## src/rtl/miner_pkg.sv

```systemverilog
// Shared miner framing definitions.
//  PAYLOAD_W      result width {nonce, hash}
//  NONCE_W/HASH_W field widths inside the result
//  SOF_DEFAULT    default start-of-frame marker
//  frame_state_t  framer state encoding, also used by the rx framer
package miner_pkg;
  localparam int NONCE_W     = 32;
  localparam int HASH_W      = 256;
  localparam int PAYLOAD_W   = NONCE_W + HASH_W;
  localparam logic [7:0] SOF_DEFAULT = 8'hA5;

  typedef enum logic [1:0] {
    IDLE    = 2'd0,
    SOF     = 2'd1,
    PAYLOAD = 2'd2,
    CSUM    = 2'd3
  } frame_state_t;
endpackage

```

## src/rtl/result_frame_tx.sv

```systemverilog
// Serializes miner results into byte frames: SOF, payload MSB-first, XOR checksum.
// One pending slot buffers a result that arrives while a frame is in flight.
// Ports:
//  clk, n_rst          clock, async active-low reset
//  send_data, tx_data  one-cycle strobe with the result to send
//  tx_ready            link accepts tx_byte this cycle
//  tx_byte, tx_valid   outgoing byte stream (registered)
//  busy                frame in progress or result pending (registered)
//  overrun             one-cycle pulse when a result is dropped
module result_frame_tx
  import miner_pkg::*;
#(
  parameter int         PAYLOAD_BYTES = 36,
  parameter logic [7:0] SOF_BYTE      = SOF_DEFAULT
) (
  input  logic                       clk,
  input  logic                       n_rst,
  input  logic                       send_data,
  input  logic [8*PAYLOAD_BYTES-1:0] tx_data,
  input  logic                       tx_ready,
  output logic [7:0]                 tx_byte,
  output logic                       tx_valid,
  output logic                       busy,
  output logic                       overrun
);
  localparam int PW = 8*PAYLOAD_BYTES;
  localparam logic [5:0] LAST = 6'(PAYLOAD_BYTES-1);

  frame_state_t state, state_n;
  logic [PW-1:0] shift, shift_n, pend, pend_n;
  logic          pend_vld, pend_vld_n;
  logic [7:0]    csum, csum_n, byte_n;
  logic [5:0]    cnt, cnt_n;
  logic          ovr_n, xfer, direct_load;

  assign xfer = tx_valid && tx_ready;

  always_comb begin
    state_n     = state;
    shift_n     = shift;
    pend_n      = pend;
    pend_vld_n  = pend_vld;
    csum_n      = csum;
    cnt_n       = cnt;
    ovr_n       = 1'b0;
    direct_load = 1'b0;
    byte_n      = 8'h00;

    case (state)
      IDLE: if (send_data) begin
        shift_n     = tx_data;
        csum_n      = 8'h00;
        state_n     = SOF;
        direct_load = 1'b1;
      end
      SOF: if (xfer) begin
        state_n = PAYLOAD;
        cnt_n   = 6'd0;
      end
      PAYLOAD: if (xfer) begin
        csum_n  = csum ^ shift[PW-1 -: 8];
        shift_n = shift << 8;
        if (cnt == LAST) state_n = CSUM;
        else             cnt_n   = cnt + 6'd1;
      end
      CSUM: if (xfer) begin
        if (pend_vld) begin
          shift_n    = pend;
          pend_vld_n = 1'b0;
          csum_n     = 8'h00;
          state_n    = SOF;
        end else if (send_data) begin
          // Result arriving on the final edge starts the next frame directly.
          shift_n     = tx_data;
          csum_n      = 8'h00;
          state_n     = SOF;
          direct_load = 1'b1;
        end else begin
          state_n = IDLE;
        end
      end
      default: state_n = IDLE;
    endcase

    // Results arriving mid-frame go to the pending slot or are dropped.
    if (send_data && !direct_load) begin
      if (!pend_vld) begin
        pend_n     = tx_data;
        pend_vld_n = 1'b1;
      end else begin
        ovr_n = 1'b1;
      end
    end

    // Output byte is registered from the next-state view so it is stable during stalls.
    case (state_n)
      SOF:     byte_n = SOF_BYTE;
      PAYLOAD: byte_n = shift_n[PW-1 -: 8];
      CSUM:    byte_n = csum_n;
      default: byte_n = 8'h00;
    endcase
  end

  always_ff @(posedge clk or negedge n_rst) begin
    if (!n_rst) begin
      state    <= IDLE;
      shift    <= '0;
      pend     <= '0;
      pend_vld <= 1'b0;
      csum     <= 8'h00;
      cnt      <= 6'd0;
      tx_byte  <= 8'h00;
      tx_valid <= 1'b0;
      busy     <= 1'b0;
      overrun  <= 1'b0;
    end else begin
      state    <= state_n;
      shift    <= shift_n;
      pend     <= pend_n;
      pend_vld <= pend_vld_n;
      csum     <= csum_n;
      cnt      <= cnt_n;
      tx_byte  <= byte_n;
      tx_valid <= (state_n != IDLE);
      busy     <= (state_n != IDLE) || pend_vld_n;
      overrun  <= ovr_n;
    end
  end
endmodule

```

## config.mk

```make
export PLATFORM = sky130hd
export DESIGN_NAME = result_frame_tx
export DESIGN_NICKNAME = d
export VERILOG_FILES = /design/src/rtl/miner_pkg.sv /design/src/rtl/result_frame_tx.sv
export SDC_FILE = /design/constraint.sdc
export NUM_CORES = 1
export LEC_CHECK = 0
export ABC_AREA = 1
export CAP_MARGIN = 20
export CORE_MARGIN = 2
export CORE_UTILIZATION = 40
export DETAILED_ROUTE_END_ITERATION = 10
export DONT_BUFFER_PORTS = 1
export GPL_TIMING_DRIVEN = 0
export MAX_ROUTING_LAYER = met4
export SYNTH_ARGS = -nofsm -noshare
export SYNTH_HDL_FRONTEND = slang
export SYNTH_SLANG_ARGS = --single-unit
export TNS_END_PERCENT = 5
```

## constraint.sdc

```tcl
create_clock -name clk -period 2.8 [get_ports clk]
set_clock_uncertainty 0.2 [all_clocks]
set_input_delay 0.42 -clock clk [delete_from_list [all_inputs] [get_ports clk]]
set_output_delay 0.42 -clock clk [all_outputs]
set_load 0.1 [all_outputs]
```

==> reports/metrics.csv <==
stage,metric,value,unit
run_status,status,"complete, but fails checks",
run_status,failing checks,"negative hold slack, max-slew violations",
die,DIE WIDTH,283,um
place,GPL Wtd Cong,0.872,
worst_setup_path,CP Max Fanout,10,
synthesis,top-area cell type share of the netlist area,0.486,
worst_setup_path,crit path cell chain,"nand2_1, o21ai_1, buf_2, buf_2, clkbuf_1, o21ai_0",
die,Cell Rows,102,
clock_network,total CTS buffers,74,
synthesis,"EDFF count, synth",0,
synthesis,Yosys top cell by area,dfrtp_1,
sta,final hold violations,604,
final_layout,Reg area,0.0151,sq mm
synthesis,Mapped Area,0.0311,sq mm
sta,RSZ-0062 raised after global routing,yes,
drt,drt total wl,102,mm
worst_setup_path,element type at the critical path start,flip-flop,
sta,Fin Hold WS,-0.663,ns
drt,Pre-Repair DR Iteration Count,5,
clock_network,CTS tree,yes,
final_layout,final core utilization,0.489,
clock_network,clock latency on the worst-skew pair,0.61,ns
global_route,first-pass GRT wire length,160,mm
sta,Least-Margin Pin Slew,2.15,ns
synthesis,post-synthesis async set-or-reset flop share,1.00,
sta,Setup Viol. Count Final,0,
final_layout,nets,4801,
sta,Tcrit/Tclk final,0.981,
global_route,grt ovf,0,
job,MaxCap Viol Count,0,
final_layout,Multi-input gate area,0.0124,sq mm
die,Initial Utilization,0.403,
synthesis,post-synthesis cell count,4140,
synthesis,Synth Flop Type,dfrtp_1,
worst_setup_path,CP required,3.05,ns
die,die height,283,um
clock_network,hold buffers post-CTS,289,
final_layout,layout cells sized above 1,0.0665,
min_path,Hold Crit Class,in -> async,
clock_network,Clock transition at path regs,0.06,ns
sta,final-report max-slew violation count,191,
die,Ports,303,
sta,Relative slew margins,-0.432,
synthesis,most frequent cell after synthesis,nand2_1,
drt,DRT iter0 DRCs,2402,
drt,Remaining DRCs,0,
sta,highest clock rate,364,MHz
global_route,initial antenna violation count,37,
place,hpwl dp,68.7,mm
worst_setup_path,crit end category,flip-flop,
worst_setup_path,CP dominant cell by count,buf_2,
global_route,GRT Overall Usage,0.262,
synthesis,most frequent cells after synthesis,"nand2_1 (1358), o21ai_0 (710), dfrtp_1 (604)",
synthesis,dominant cells by area after synthesis,"dfrtp_1 (49%), nand2_1 (16%), o21ai_0 (11%)",
drt,ANT nets after route,0,
power_and_ir_drop,Leak,18.3,nW
sta,crit path time final,2.75,ns
drt,via count,29100,
power_and_ir_drop,worst vdd rail ir drop,0.570,mV
clock_network,CTS H-tree lvls,3,
place,IO Port Bufs,0,
synthesis,Mapped Nets,4437,
clock_network,clock root cell,clkbuf_16,
drt,DR WL/cell,18.0,um
worst_setup_path,Worst path max stage delay,0.65,ns
synthesis,"FF+latch count, synth",604,
synthesis,sequential cell area fraction in the yosys report,0.486,
die,Die ar.,0.0800,sq mm
final_layout,P&R area growth vs syn,21.4,%
global_route,largest net degree at the start of global routing,605,
global_route,vias in the first global route,28400,
clock_network,clock buffer depth,3,
worst_setup_path,"Slowest-stage cell, CP",dfrtp_4,
die,CORE AREA,0.0772,sq mm
synthesis,syn avg cell area,7.51,sq um
drt,DR vias/cell,5.16,
clock_network,Post-CTS Setup Repair Bufs,0,
final_layout,# fillers,7588,
power_and_ir_drop,pwr dens,1000,mW/mm^2
clock_network,CTS Sinks,604,
worst_setup_path,CP Class,reg -> reg,
worst_setup_path,CP arrival,3.00,ns
synthesis,Synth Warn #,0,
synthesis,Synth cell types,34,
==> area by class of cell <==
type	count	share of cell area
Antenna cell	39	0.00259
Multi-Input combinational cell	2661	0.329
Sequential cell	604	0.401
Clock inverter	20	0.00335
Inverter	590	0.0587
Clock buffer	109	0.0576
Timing Repair Buffer	289	0.0767
Buffer	284	0.0371
Tap cell	1040	0.0345
==> layer usage <==
| metal | GRT usage | routed length [um] | vias to the layer above | share of wire |
|---|---|---|---|---|
| met5 | - | 0 | - | 0 |
| met4 | 0.0784 | 2890 | 0 | 0.028 |
| met3 | 0.0468 | 6620 | 181 | 0.065 |
| met2 | 0.406 | 47700 | 925 | 0.47 |
| met1 | 0.350 | 44400 | 13900 | 0.44 |
| li1 | - | - | 14100 | - |
==> flip-flops by register name, indices dropped and copies added (netlist names) <==
| register | count |
|---|---|
| pend | 288 |
| shift | 288 |
| csum | 8 |
| tx_byte | 8 |
| cnt | 6 |
| state | 2 |
| busy | 1 |
| overrun | 1 |
| pend_vld | 1 |
| tx_valid | 1 |
==> through the flow <==
stage          power (W)  setup TNS, ns  setup WS [ns]  instances  cell area [sq um]
4_1_cts           0.0378              0         0.0194       5598              37600
5_1_grt           0.0406          -3.57        -0.0949       5632              37700
2_1_floorplan     0.0234              0          0.339       4140              31100
3_5_place_dp      0.0280        -240.55         -0.894       5180              32400
3_3_place_gp      0.0277        -227.13         -0.849       5180              32400
6_report          0.0378              0         0.0527       5636              37700
==> report_power, final <==
group	internal [W]	switching, W	total, W	leakage (nW)
clock	0.00537	0.00388	0.00925	1.14
sequential	0.0124	0.00258	0.0150	7.77
combinational	0.00419	0.00937	0.0136	9.34
total	0.0219	0.0158	0.0378	18.3
==> cells in the final DEF, fill, tap and decap left out, drive strengths merged, types with 2 or more instances in the layout <==
cell         netlist  layout
a21boi             3       3
o31ai              2       2
a31oi              8       8
a21oi             71      71
clkinvlp           0       3
nand2           1360    1360
o22ai              8       8
clkinv             0      15
dfrtp            604     604
inv              590     592
diode              0      39
buf              164     164
o21ai            801     801
nor2              92      92
nand3             20      20
o221ai            56      56
clkbuf           121     229
a22oi            224     224
nand4              5       5
dlygate4sd3        0     289
ha                 5       5
==> final timing paths <==
| kind | to | slack [ns] | cells after the start | start |
|---|---|---|---|---|
| setup / recovery | shift[141] | 0.05 | 6 | tx_valid |
| hold / removal | shift[184] | -0.66 | 0 | n_rst |
| setup reg to reg | shift[141] | 0.05 | 6 | tx_valid |
| hold reg to reg | pend[219] | 0.28 | 2 | pend[219] |
| max in group asynchronous | pend[121] | 1.37 | 0 | n_rst |
| min in group clk | shift[3] | 0.14 | 4 | tx_ready |
==> critical path, delay by kind of cell (launching register included) <==
kind            cells  cell delay (ns)
simple gates        1             0.17
flops               1             0.65
buf+inv             3             1.19
compound gates      2             0.35
==> cell families after synthesis <==
kind of cell	Yosys count	synth area share
AOI/OAI and AO/OA	1177	0.216
adders and majority gates	5	0.00201
DFF	604	0.486
buffers and inverters	875	0.115
and+or+nand+nor	1477	0.180
xor gates and xnor gates	2	0.000564
==> repair_timing <==
action | in CTS | in global routing
hold endpoints to repair | 1176 | 604
setup endpoints to repair | 588 | 345
resized for setup | 14 | 42
Note: power is estimated with default switching activity, not from simulation.
